### src/rtl/rv32i_types.sv
// -----------------------------------------------------------------------------
// rv32i_types
// Shared types for the RV32IM out-of-order core. The branch checkpoint
// snapshot struct holds the recovery state captured at each branch dispatch:
// ROB tail, free-list head and a full RAT image.
// -----------------------------------------------------------------------------
package rv32i_types;

    // Branch-mask width: one bit per in-flight branch / checkpoint slot.
    localparam int BMASK_W        = 4;

    // Snapshot field widths for the default core configuration.
    localparam int CKPT_ROB_IDX_W = 5;   // clog2(32 ROB entries)
    localparam int CKPT_FL_IDX_W  = 6;   // clog2(64 free-list entries)
    localparam int CKPT_ARCH_REGS = 32;
    localparam int CKPT_PREG_IDX  = 6;

    typedef logic [CKPT_PREG_IDX-1:0] preg_idx_t;

    typedef struct packed {
        logic [CKPT_ROB_IDX_W-1:0]           rob_tail;
        logic [CKPT_FL_IDX_W-1:0]            fl_head;
        preg_idx_t [CKPT_ARCH_REGS-1:0]      rat;
    } br_ckpt_t;

endpackage

### src/rtl/br_ckpt_mem.sv
// -----------------------------------------------------------------------------
// br_ckpt_mem
// Payload storage for the branch checkpoint table: DEPTH entries of W bits,
// one synchronous write port and one asynchronous read port. The payload is
// deliberately not reset; only the valid bookkeeping in the parent is.
//   clk    in  : clock
//   we     in  : write enable
//   waddr  in  : write slot
//   wdata  in  : write payload
//   raddr  in  : read slot
//   rdata  out : read payload (combinational)
// -----------------------------------------------------------------------------
module br_ckpt_mem #(
    parameter int DEPTH = 4,
    parameter int W     = 8
) (
    input  logic                     clk,
    input  logic                     we,
    input  logic [$clog2(DEPTH)-1:0] waddr,
    input  logic [W-1:0]             wdata,
    input  logic [$clog2(DEPTH)-1:0] raddr,
    output logic [W-1:0]             rdata
);

    logic [W-1:0] mem [DEPTH];

    always_ff @(posedge clk) begin
        if (we) begin
            mem[waddr] <= wdata;
        end
    end

    assign rdata = mem[raddr];

endmodule

### src/rtl/br_checkpoint.sv
// -----------------------------------------------------------------------------
// br_checkpoint
// Branch checkpoint table. Snapshots recovery state on branch dispatch and,
// on branch resolution, produces the registered resolution broadcast plus the
// restore state for a mispredict.
//   clk, rst                 : clock, asynchronous active-high reset
//   ckpt_we/bit/parent       : dispatch strobe, target slot, older-branch mask
//   ckpt_rob_tail/fl_head/rat: snapshot payload
//   res_valid/bit/mispred    : resolution from the branch unit
//   br_mispred/br_corpred    : one-cycle resolution pulses
//   br_bmask                 : surviving mask on mispredict, else 0
//   br_bit                   : resolved slot
//   rst_rob_tail/fl_head/rat : restore state (meaningful with br_mispred)
//   ckpt_live                : per-slot valid vector
// -----------------------------------------------------------------------------
module br_checkpoint
    import rv32i_types::*;
#(
    parameter int BMASK_DEPTH = BMASK_W,
    parameter int ROB_DEPTH   = 32,
    parameter int FREE_DEPTH  = 64,
    parameter int ARCH_REGS   = CKPT_ARCH_REGS,
    parameter int PREG_IDX    = CKPT_PREG_IDX
) (
    input  logic                              clk,
    input  logic                              rst,
    input  logic                              ckpt_we,
    input  logic [$clog2(BMASK_DEPTH)-1:0]    ckpt_bit,
    input  logic [BMASK_DEPTH-1:0]            ckpt_parent,
    input  logic [$clog2(ROB_DEPTH)-1:0]      ckpt_rob_tail,
    input  logic [$clog2(FREE_DEPTH)-1:0]     ckpt_fl_head,
    input  logic [ARCH_REGS*PREG_IDX-1:0]     ckpt_rat,
    input  logic                              res_valid,
    input  logic [$clog2(BMASK_DEPTH)-1:0]    res_bit,
    input  logic                              res_mispred,
    output logic                              br_mispred,
    output logic                              br_corpred,
    output logic [BMASK_DEPTH-1:0]            br_bmask,
    output logic [$clog2(BMASK_DEPTH)-1:0]    br_bit,
    output logic [$clog2(ROB_DEPTH)-1:0]      rst_rob_tail,
    output logic [$clog2(FREE_DEPTH)-1:0]     rst_fl_head,
    output logic [ARCH_REGS*PREG_IDX-1:0]     rst_rat,
    output logic [BMASK_DEPTH-1:0]            ckpt_live
);

    localparam int B     = $clog2(BMASK_DEPTH);
    localparam int RT_W  = $clog2(ROB_DEPTH);
    localparam int FH_W  = $clog2(FREE_DEPTH);
    localparam int RAT_W = ARCH_REGS * PREG_IDX;

    logic [BMASK_DEPTH-1:0] valid_reg, valid_next;
    logic [BMASK_DEPTH-1:0] parent_reg  [BMASK_DEPTH];
    logic [BMASK_DEPTH-1:0] parent_next [BMASK_DEPTH];

    logic                   res_hit, mis_hit, cor_hit, wr_en;
    logic [BMASK_DEPTH-1:0] res_onehot, cor_clear;
    br_ckpt_t               wr_data, rd_data;

    logic                   br_mispred_reg, br_corpred_reg;
    logic [BMASK_DEPTH-1:0] br_bmask_reg;
    logic [B-1:0]           br_bit_reg;
    logic [RT_W-1:0]        rst_rob_tail_reg;
    logic [FH_W-1:0]        rst_fl_head_reg;
    logic [RAT_W-1:0]       rst_rat_reg;

    // Resolutions of already-invalid slots (squashed wrong-path branches)
    // are dropped here, so they neither pulse nor touch the table.
    assign res_hit    = res_valid && valid_reg[res_bit];
    assign mis_hit    = res_hit && res_mispred;
    assign cor_hit    = res_hit && !res_mispred;
    // A branch dispatched alongside a mispredict is younger, hence wrong-path.
    assign wr_en      = ckpt_we && !mis_hit;
    assign res_onehot = BMASK_DEPTH'(1) << res_bit;
    assign cor_clear  = cor_hit ? res_onehot : '0;

    assign wr_data.rob_tail = ckpt_rob_tail;
    assign wr_data.fl_head  = ckpt_fl_head;
    assign wr_data.rat      = ckpt_rat;

    generate
        for (genvar gi = 0; gi < BMASK_DEPTH; gi++) begin : g_slot
            localparam logic [B-1:0]           SLOT = B'(gi);
            localparam logic [BMASK_DEPTH-1:0] SELF = BMASK_DEPTH'(1) << gi;
            logic load, kill;

            assign load = wr_en && (ckpt_bit == SLOT);
            // Resolved slot always retires; on mispredict every younger
            // dependant (parent bit set) is squashed with it.
            assign kill = (res_hit && (res_bit == SLOT))
                       || (mis_hit && parent_reg[gi][res_bit]);
            assign valid_next[gi]  = load | (valid_reg[gi] & ~kill);
            // A correct resolution in the same cycle as dispatch must not
            // leave a stale bit in the new slot's parent mask.
            assign parent_next[gi] = load ? (ckpt_parent & ~cor_clear & ~SELF)
                                          : (parent_reg[gi] & ~cor_clear);
        end
    endgenerate

    br_ckpt_mem #(
        .DEPTH (BMASK_DEPTH),
        .W     ($bits(br_ckpt_t))
    ) u_mem (
        .clk   (clk),
        .we    (wr_en),
        .waddr (ckpt_bit),
        .wdata (wr_data),
        .raddr (res_bit),
        .rdata (rd_data)
    );

    always_ff @(posedge clk or posedge rst) begin
        if (rst) begin
            valid_reg        <= '0;
            parent_reg       <= '{default: '0};
            br_mispred_reg   <= 1'b0;
            br_corpred_reg   <= 1'b0;
            br_bmask_reg     <= '0;
            br_bit_reg       <= '0;
            rst_rob_tail_reg <= '0;
            rst_fl_head_reg  <= '0;
            rst_rat_reg      <= '0;
        end else begin
            valid_reg        <= valid_next;
            parent_reg       <= parent_next;
            br_mispred_reg   <= mis_hit;
            br_corpred_reg   <= cor_hit;
            br_bmask_reg     <= mis_hit ? parent_reg[res_bit] : '0;
            br_bit_reg       <= res_hit ? res_bit : '0;
            rst_rob_tail_reg <= mis_hit ? rd_data.rob_tail : '0;
            rst_fl_head_reg  <= mis_hit ? rd_data.fl_head  : '0;
            rst_rat_reg      <= mis_hit ? rd_data.rat      : '0;
        end
    end

    // Dispatching into a live slot means the allocator handed out a busy bit.
    assert property (@(posedge clk) disable iff (rst)
        (wr_en && !(cor_hit && (res_bit == ckpt_bit))) |-> !valid_reg[ckpt_bit]);

    assign br_mispred   = br_mispred_reg;
    assign br_corpred   = br_corpred_reg;
    assign br_bmask     = br_bmask_reg;
    assign br_bit       = br_bit_reg;
    assign rst_rob_tail = rst_rob_tail_reg;
    assign rst_fl_head  = rst_fl_head_reg;
    assign rst_rat      = rst_rat_reg;
    assign ckpt_live    = valid_reg;

endmodule

### config.mk
export PLATFORM = sky130hd
export DESIGN_NAME = br_checkpoint
export DESIGN_NICKNAME = d
export VERILOG_FILES = /design/src/rtl/rv32i_types.sv /design/src/rtl/br_ckpt_mem.sv /design/src/rtl/br_checkpoint.sv
export SDC_FILE = /design/constraint.sdc
export NUM_CORES = 1
export LEC_CHECK = 0
export BUFFER_PORTS_ARGS = -buffer_cell sky130_fd_sc_hd__buf_2
export CORE_ASPECT_RATIO = 0.5
export CORE_UTILIZATION = 45
export CTS_BUF_LIST = sky130_fd_sc_hd__clkbuf_4 sky130_fd_sc_hd__clkbuf_8 sky130_fd_sc_hd__clkbuf_16
export CTS_CLUSTER_DIAMETER = 50
export DETAILED_ROUTE_END_ITERATION = 16
export PLACE_DENSITY = 0.61
export SYNTH_ARGS = -nofsm -noshare
export SYNTH_HDL_FRONTEND = slang
export SYNTH_SLANG_ARGS = --single-unit
### constraint.sdc
create_clock -name clk -period 14.9 [get_ports clk]
set_input_delay 0.745 -clock clk [delete_from_list [all_inputs] [get_ports clk]]
set_output_delay 0.745 -clock clk [all_outputs]
set_load 0.01 [all_outputs]
Word-level counts from Yosys, hierarchy flattened
Memories as Yosys holds them, arrays and structs flattened.
Index checks and enable logic that the tools add are counted.
{"block": "totals", "register_bits": 231, "ramBits": 812, "inputBits": 216, "out_inout_bits": 215, "elab_cells": 90, "n_memories": 1}
{"memory": "u_mem.mem", "words": 4, "word_bits": 203, "rd": 1, "rd_ports_with_merged_regs": 0, "wr": 1, "line": "br_ckpt_mem.sv:25", "rtl": "logic [W-1:0] mem [DEPTH];"}
{"block": "classes", "n_lt_le_gt_ge": 2, "n_eq_ne": 6, "n_shift": 1, "muxes": 25, "n_bitwise": 19, "reduce_logical": 24}
{"op": "2-to-1 mux 192 bit", "count": 1}
{"op": "2-to-1 mux 4 bit", "count": 8}
{"op": "AND 4 bit", "count": 5}
{"op": "logical AND 1 bit", "count": 16}
{"op": "binary-select mux 1 bit (select 2 bit)", "count": 5}
{"op": "binary-select mux 4 bit (select 2 bit)", "count": 1}
{"op": "equality test 2 bit (second input constant)", "count": 4}
{"op": "2-to-1 mux 1 bit", "count": 7}
{"op": "2-to-1 mux 6 bit", "count": 1}
{"op": "2-to-1 mux 5 bit", "count": 1}
{"op": "AND 1 bit", "count": 4}
{"op": "equality test 2 x 1 -> 1 bit (second input constant)", "count": 2}
{"op": "zero test 2 bit", "count": 2}
{"op": "logical OR 1 bit", "count": 4}
{"op": "NOT 1 bit", "count": 4}
{"op": "NOT 4 bit", "count": 1}
{"op": "OR 1 bit", "count": 4}
{"op": "left shift 1 x 2 -> 4 bit (first input constant)", "count": 1}
{"op": "greater-or-equal comparator 3 bit (second input constant)", "count": 1}
{"op": "< comparator 2 x 3 -> 1 bit (second input constant)", "count": 1}
{"op": "NOT 2 -> 3 bit", "count": 1}
{"op": "zero test 1 bit", "count": 2}
{"op": "2-to-1 mux 2 bit", "count": 1}

Depth between registers and ports, before layout
Gate-level depths: netlist of the first run.
{"block": "depth", "ltp_word": 9, "ltp_mapped": 7, "mapped_depth_nobuf": 4}

Cells and area by module
Synthesis of the first run repeated with hierarchy kept, for this count alone.
{"block": "hier_totals", "cells_unflattened": 1615, "hier_area_um2": 37156.9}
{"mod": "br_ckpt_mem", "n_inst": 1, "cells_per_inst": 1065, "area_each_um2": 29336.9, "seq_area_each_um2": 24383.4}
{"mod": "br_checkpoint", "n_inst": 1, "cells_per_inst": 550, "area_each_um2": 7820.0, "seq_area_each_um2": 5780.5}

Worst setup path before layout of the first run
Ideal clock, no wire load.
{"block": "synth_timing", "kind": "input-to-reg", "from": "input res_bit[1]", "to": "memory u_mem.mem[0][0] in the netlist's numbering (enable)", "setup_ns": 0.555, "arrival_time_ns": 5.396, "t_required_ns": 14.345, "setup_slack_ns": 8.949, "cell_stages": 4, "path_buffers": 1, "cell_sequence": "buf_6 > mux2i_4 > o221ai_1 > inv_1"}
{"block": "synth_via", "elab_chain_len": 8}
{"item": "start: declaration", "line": "br_checkpoint.sv:34", "rtl": "input logic [$clog2(BMASK_DEPTH)-1:0] res_bit,"}
{"item": "binary-select mux 1 bit (select 2 bit)", "line": "br_checkpoint.sv:68", "rtl": "assign res_hit = res_valid && valid_reg[res_bit];"}
{"item": "2-to-1 mux 1 bit (not written as such)", "line": "br_checkpoint.sv:68"}
{"item": "logical AND 1 bit", "line": "br_checkpoint.sv:68"}
{"item": "logical AND 1 bit", "line": "br_checkpoint.sv:69", "rtl": "assign mis_hit = res_hit && res_mispred;"}
{"item": "zero test 1 bit", "line": "br_checkpoint.sv:72", "rtl": "assign wr_en = ckpt_we && !mis_hit;"}
{"item": "logical AND 1 bit", "line": "br_checkpoint.sv:72"}
{"item": "2-to-1 mux 1 bit", "line": "br_ckpt_mem.sv:28", "rtl": "if (we) begin"}
{"item": "2-to-1 mux 1 bit (not written as such)", "line": "br_ckpt_mem.sv:29", "rtl": "mem[waddr] <= wdata;"}
{"item": "end: declaration", "line": "br_ckpt_mem.sv:25"}
Every way passes these cells. The select of a mux whose other input is x is not followed.

Final worst setup path of the first run
{"block": "layout_timing", "from": "input res_bit[1]", "to": "memory u_mem.mem[0][55] in the netlist's numbering (enable)"}
Same word-level chain as after synthesis.

==> summary.md, run 1 <==
| Metric | Value |
|---|---|
| Fraction of layout instances using a drive strength above 1 | 38.6% |
| Peak fanout along the critical path | 109 |
| Share of the clock period used by the worst path | 29.0% |
| Mean area per synthesized cell | 23.1 sq um |
| Clock Tree Root | sky130_fd_sc_hd__clkbuf_16 |
| Worst hold path type | in2async |
| Initial antenna violation count | 15 |
| Mux share of post-synthesis cell area | 13.2% |
| TritonCTS clock tree | yes |
| Setup fix buffers added after clock tree synthesis | 0 |
| Clock sink count | 1,043 |
| Post-synthesis net count | between 1,500 and 2,000 |
| Post-layout utilization of the core | 53.3% |
| Syn Std Cell Area | 37,400 sq um |
| Time the final worst path needs with I/O delays and setup | 4.33 ns |
| Clock skew | 0.0233 ns |
| Sum of met3 wire segment lengths after detailed routing | approximately 2.7 mm |
| Via count of the first global-routing pass | 17,100 |
| Drt pass-1 iters | 11 |
| Clock buffer depth | 3 |
| Pin count of the biggest net entering global routing | 130 |
| Floorplan row count | 74 |
| Number of nets with antenna violations after detailed routing | 0 |
| I/O pins | 431 |
| H-tree levels | 3 |
| Total GRT Usage | between 10% and 20% |
| Fraction of registers with async set or reset after synthesis | 22.1% |
| Vias/cell | just over 5 |
| Max reg flops | roughly 800 |
| Count of vias placed by the detailed router | between 15,000 and 20,000 |
| DRC violations left | 14 |
| Starting utilization of the core area | between 40% and 50% |
| Routed Wire Length | approximately 75 mm |
| Fmax | 231 MHz |
| Unrepaired setup endpoints after global routing | false |
| DR iter-0 viols | 999 |
| Hold Vio Cnt, Final | 0 |
| Wirelength per Cell | around 23 um |
| Gate Count Post-Synth | 1,618 |
| Final Wtd Congestion | 0.761 |
| Synth Area in Compound Gates | 0.605% |
| Total routed wire length on the met1 layer | 29.7 mm |
| Max VDD drop | 0.000102 V |
| Flip-flop and latch count after synthesis | 1,043 |
| Max-capacitance violation count | 0 |
| Run status | complete, but fails checks |
| Commonest cells after routing, fill and taps aside | 812 x sky130_fd_sc_hd__edfxtp_1, 428 x sky130_fd_sc_hd__buf_2, 231 x sky130_fd_sc_hd__dfrtp_1 |
| Signed area change from the synthesized netlist to the final layout | 16.6% |
| Clock latency at the later pin of the worst-skew pair | 0.67 ns |
| Simple-Gate Fraction of Synth Area | about 3.9% |
| DP HPWL | between 40 and 50 mm |
| Sum of negative setup slack | 0 ns |
| Max-slew violation total from the final report | 0 |
| Core area | between 80,000 and 90,000 sq um |
| Die Area | 84,400 sq um |
| Required @ worst endpoint | 15.18 ns |
| Residual overflow from global routing | 0 |
| Distinct cell type count of the synthesized netlist | 33 |
| Primary flip-flop cell chosen by synthesis mapping | sky130_fd_sc_hd__edfxtp_1 |
| CTS resizes | 0 |
| Wire length of the first global-routing pass | 111 mm |
| Worst Tran Pin Value | approximately 1.0 ns |
| Number of nets at the end of the flow | 2,300 |
| Top Metal Used | met5 |
| Crit path arrival time | about 4.6 ns |
| Total CTS buffers | 91 |
| Number of setup violations in the final report | 0 |
| Count of warnings emitted by yosys | 0 |
| Clock transition time at the flip-flop clock pins of the worst setup and hold paths | 0.07 ns |
| Die outline width | 410 um |
| Count of input and output buffers | 430 |
| Combinational family with the most area after synthesis | multiplexers |
| Share of the yosys chip area belonging to registers | 80.6% |
| Synthesized-area fraction occupied by xor and xnor cells | 0% |
| Crit path launch type | primary input |
| Critical path class | in2reg |
| Type of element capturing the critical path | flop |
| Normalized max-slew margin | about a third |
| Met2 wire length | 41.5 mm |
| Number of enable flip-flop cells after synthesis | about 810 |
| Pwr dens | 140 nW/um^2 |
| Total of hold buffers inserted after clock tree synthesis | 0 |
| Die height | 206 um |
| Post-synthesis share of cell area spent on full adders, half adders and majority gates | 0% |
| Most frequent standard cell in the layout excluding fill and tap cells | sky130_fd_sc_hd__edfxtp_1 |
| R2r setup slk | 11.01 ns |
| Violations in the final reports | DRC |
| Static leakage | 16.4 nW |
## final cells by class
cell class / instances / area, sq um
Inverter: 7 / 63.8
Fill cell: 6441 / 38300
Multi-Input combinational cell: 493 / 6610
Clock inverter: 39 / 429
Tap cell: 1102 / 1380
Sequential cell: 1043 / 30200
Antenna cell: 5 / 12.5
Timing Repair Buffer: 448 / 2330
Clock buffer: 128 / 2650
## synth_stat cells (2+ instances only)
cell type,instances,area (sq um)
sky130_fd_sc_hd__mux2i_4,2,45.0
sky130_fd_sc_hd__buf_4,2,15.0
sky130_fd_sc_hd__inv_1,6,22.5
sky130_fd_sc_hd__o21ai_0,19,95.1
sky130_fd_sc_hd__nand3b_1,4,30.0
sky130_fd_sc_hd__a21oi_1,6,30.0
sky130_fd_sc_hd__clkbuf_1,15,56.3
sky130_fd_sc_hd__mux4_2,211,4750
sky130_fd_sc_hd__nand2_1,6,22.5
sky130_fd_sc_hd__o22ai_1,3,18.8
sky130_fd_sc_hd__dfrtp_1,231,5780
sky130_fd_sc_hd__and3b_1,2,17.5
sky130_fd_sc_hd__nor3b_1,3,22.5
sky130_fd_sc_hd__buf_6,40,450
sky130_fd_sc_hd__edfxtp_1,812,24400
sky130_fd_sc_hd__o221ai_1,3,26.3
sky130_fd_sc_hd__nand3_1,2,10.0
sky130_fd_sc_hd__nor2_1,3,11.3
sky130_fd_sc_hd__buf_2,16,80.1
sky130_fd_sc_hd__mux2i_1,12,120
sky130_fd_sc_hd__and2_1,207,1290
sky130_fd_sc_hd__buf_8,2,30.0
## path summary, 6_finish.rpt
path                               start                end  cells past startpoint
max reg2reg                 ckpt_live[1]   u_mem.mem[0][55]                      5
min in group clk           ckpt_rat[179]  u_mem.mem[2][179]                      1
max in group asynchronous            rst        rst_rat[20]                      3
max                           res_bit[1]   u_mem.mem[0][55]                      6
min                                  rst       rst_rat[159]                      2
min reg2reg                parent_reg[3]      parent_reg[3]                      2
## worst max-delay path, cell delays in order
cell and delay, ns:
sky130_fd_sc_hd__buf_8 0.58, sky130_fd_sc_hd__mux2i_4 0.43, sky130_fd_sc_hd__o221ai_1 0.43, sky130_fd_sc_hd__inv_8 0.78
sky130_fd_sc_hd__buf_4 0.71, sky130_fd_sc_hd__buf_4 0.68
## stage by stage
| stage | power (mW) | hold slack, ns | std cells | setup slack, ns | area, sq um |
|---|---|---|---|---|---|
| 2_1_floorplan | 3.62 | 0.500 | 1618 | 7.82 | 37400 |
| 3_3_place_gp | 3.78 | 0.530 | 3093 | 9.73 | 40500 |
| 3_5_place_dp | 3.79 | 0.530 | 3093 | 9.72 | 40500 |
| 4_1_cts | 6.20 | 0.168 | 3260 | 10.44 | 43600 |
| 5_1_grt | 6.34 | 0.178 | 3265 | 10.30 | 43600 |
| 6_report | 6.13 | 0.180 | 3265 | 10.57 | 43600 |
## logic make-up after synthesis
group / after synthesis
compound gates: 36
buf+inv: 82
flops: 1043
mux: 226
simple gates: 231
## power by group
part	switching [mW]	internal [mW]
clock	1.02	1.40
combinational	0.232	0.162
sequential	0.0384	3.28
## layer usage
metal,track usage [%],up-vias
met1,22.4,8790
met4,4.37,4
met2,32.0,268
met3,3.50,121
met5,0,-
li1,-,7380
(Power assumes the default switching activity.)
==> run 2: changes to the inputs <==
ABC_AREA = 1   (was default)
PLACE_DENSITY = 0.64   (was 0.61)
clock period = 3.7 ns   (was 14.9 ns; I/O delays follow)
==> summary.md, run 2 <==
| Metric | Value |
|---|---|
| Run status | completed |
| Post-layout utilization of the core | ~57% |
| Vias/cell | around 5.3 |
| Required @ worst endpoint | 4.17 ns |
| Drt pass-1 iters | 5 |
| Max-slew violation total from the final report | 0 |
| Clock Tree Root | sky130_fd_sc_hd__clkbuf_16 |
| Number of enable flip-flop cells after synthesis | approximately 800 |
| Wirelength per Cell | about 22 um |
| Die Area | 81,100 sq um |
| Max VDD drop | 0.000333 V |
| Worst Setup Slack, final | ~1.1 ns |
| Clock latency at the later pin of the worst-skew pair | roughly 0.65 ns |
| Worst hold path type | in2reg |
| I/O pins | 431 |
| Number of setup violations in the final report | 0 |
| Cell with the most instances after synthesis | sky130_fd_sc_hd__edfxtp_1 |
| H-tree levels | 3 |
| Wire length of the first global-routing pass | 129 mm |
| Die outline width | about 400 um |
| Pwr dens | 550 nW/um^2 |
| Residual overflow from global routing | 0 |
| Clock skew | 0.0183 ns |
| Primary flip-flop cell chosen by synthesis mapping | sky130_fd_sc_hd__edfxtp_1 |
| Fraction of registers with async set or reset after synthesis | 22.1% |
| DRC violations left | 0 |
| Fmax | 384 MHz |
| Clock buffer depth | 3 |
| CTS resizes | 0 |
| Number of nets with antenna violations after detailed routing | 0 |
| Critical path class | in2reg |
| Count of input and output buffers | 430 |
| Count of warnings emitted by yosys | 0 |
| Unrepaired setup endpoints after global routing | false |
| Placed Instance Area | 39,300 sq um |
| Peak fanout along the critical path | 60 |
| Total GRT Usage | 21.0% |
| Crit path launch type | primary input |
| Register cell area after layout | 30,200 sq um |
| Routed Wire Length | 85.8 mm |
| Starting utilization of the core area | 46.0% |
| Pin count of the biggest net entering global routing | 126 |
| Commonest cells after routing, fill and taps aside | 812 x sky130_fd_sc_hd__edfxtp_1, 448 x sky130_fd_sc_hd__nand2_1, 430 x sky130_fd_sc_hd__buf_2 |
| Main area contributors after synthesis | sky130_fd_sc_hd__edfxtp_1 68%, sky130_fd_sc_hd__dfrtp_1 16%, sky130_fd_sc_hd__nand2_1 4.7% |
| Placement Setup Slack | ~1.1 ns |
| Type of element capturing the critical path | flop |
| Number of nets at the end of the flow | roughly 3,000 |
| Clock transition time at the flip-flop clock pins of the worst setup and hold paths | 0.07 ns |
| Mean area per synthesized cell | 17.0 sq um |
| Initial antenna violation count | 6 |
| Share of the clock period used by the worst path | 70.4% |
| TritonCTS clock tree | yes |
| DR iter-0 viols | approximately 1,300 |
| Sum of negative setup slack | 0 ns |
| Area of combinational cells with multiple inputs | 4960 sq um |
| DP HPWL | 47.5 mm |
| Hold Vio Cnt, Final | 0 |
| Die height | just over 200 um |
| Share of the yosys chip area belonging to registers | 83.9% |
| Clock sink count | between 1,000 and 1,500 |
| Via count of the first global-routing pass | 21,200 |
| Total CTS buffers | 90 |
| Setup fix buffers added after clock tree synthesis | 0 |
| Max-capacitance violation count | 0 |
| Final Wtd Congestion | between 0.8 and 0.9 |
| Post-synthesis net count | around 2,300 |
| Max reg flops | slightly above 800 |
| Total of hold buffers inserted after clock tree synthesis | between 200 and 250 |
| Gate Count Post-Synth | between 2,000 and 2,500 |
| Design Power | 24.5 mW |
| Time the final worst path needs with I/O delays and setup | 2.61 ns |
| Flip-flop and latch count after synthesis | 1,043 |
| Static leakage | 16.8 nW |
| Count of vias placed by the detailed router | 20,600 |
| Normalized max-slew margin | a little under a third |
| Distinct cell type count of the synthesized netlist | 26 |
| Crit path arrival time | just over 3 ns |
| Floorplan row count | 72 |
| Worst Tran Pin Value | 1.04 ns |
| Filler Cell Count | between 5,000 and 6,000 |
| Most frequent standard cell in the layout excluding fill and tap cells | sky130_fd_sc_hd__edfxtp_1 |
| Cell taking the most area after synthesis | sky130_fd_sc_hd__edfxtp_1 |
| Fraction of layout instances using a drive strength above 1 | a little under a quarter |
| Synth top area share | between 60% and 70% |
| Most used standard cells in the synthesized netlist | 812 x sky130_fd_sc_hd__edfxtp_1, 448 x sky130_fd_sc_hd__nand2_1, 231 x sky130_fd_sc_hd__dfrtp_1 |
| Finished layout cell area | 44,500 sq um |
| Syn Std Cell Area | approximately 36,000 sq um |
| Core area | 78,200 sq um |
| Signed area change from the synthesized netlist to the final layout | 23.8% |
run 2: path summary, 6_finish.rpt:
| path | endpoint | depth (start not counted) | slack, ns | start |
|---|---|---|---|---|
| max | rst_rat[37] | 11 | 1.09 | res_bit[0] |
| min | u_mem.mem[3][177] | 2 | 0.28 | ckpt_rat[177] |
| max reg2reg | rst_rat[37] | 8 | 1.12 | ckpt_live[3] |
| min reg2reg | parent_reg[12] | 2 | 0.52 | parent_reg[12] |
| max in group asynchronous | rst_rat[68] | 4 | 2.48 | rst |
| min in group asynchronous | parent_reg[5] | 4 | 0.29 | rst |
run 2: metrics by stage:
step	hold slack, ns	std cells
2_1_floorplan	0.251	2119
3_3_place_gp	0.397	3512
3_5_place_dp	0.401	3512
4_1_cts	0.219	3898
5_1_grt	0.248	3904
6_report	0.275	3904
run 2: cell type report:
cell class / count / share of cell area (%)
antenna: 6 / 0.0337
clock buffer: 132 / 6.10
clock inverter: 36 / 0.781
inverter: 28 / 0.351
multi-input combinational: 936 / 11.1
sequential: 1043 / 67.8
tap: 1036 / 2.91
timing repair buffer: 687 / 10.9
run 2: worst max-delay path: stages:
cell and delay (ns):
sky130_fd_sc_hd__dlygate4sd3_1 0.56, sky130_fd_sc_hd__buf_2 0.26, sky130_fd_sc_hd__inv_6 0.07, sky130_fd_sc_hd__nand2_1 0.07
sky130_fd_sc_hd__nand2_1 0.06, sky130_fd_sc_hd__nand2_1 0.10, sky130_fd_sc_hd__nand2_4 0.08, sky130_fd_sc_hd__nand3_4 0.12
sky130_fd_sc_hd__buf_4 0.55, sky130_fd_sc_hd__buf_4 0.78, sky130_fd_sc_hd__a31oi_1 0.12
run 2: cell families after synthesis:
kind of cell    Yosys count  synth area share [%]
simple gates            508                  5.63
buf+inv                 140                  2.32
flops                  1043                  83.9
compound gates          428                  8.17
run 2: per-layer routing:
| layer | vias up | routed length [um] | GRT usage (%) |
|---|---|---|---|
| met3 | 143 | 3700 | 2.94 |
| met1 | 10500 | 34000 | 26.5 |
| met2 | 572 | 45500 | 37.2 |
| li1 | 9395 | - | - |
| met5 | - | 0 | 0 |
| met4 | 0 | 2560 | 7.61 |
run 2: power by group:
part | switching [mW] | leakage, nW | internal (mW) | total, mW
Sequential | 0.134 | 10.6 | 13.1 | 13.2
Combinational | 1.01 | 4.64 | 0.541 | 1.55
Clock | 4.15 | 1.54 | 5.53 | 9.68
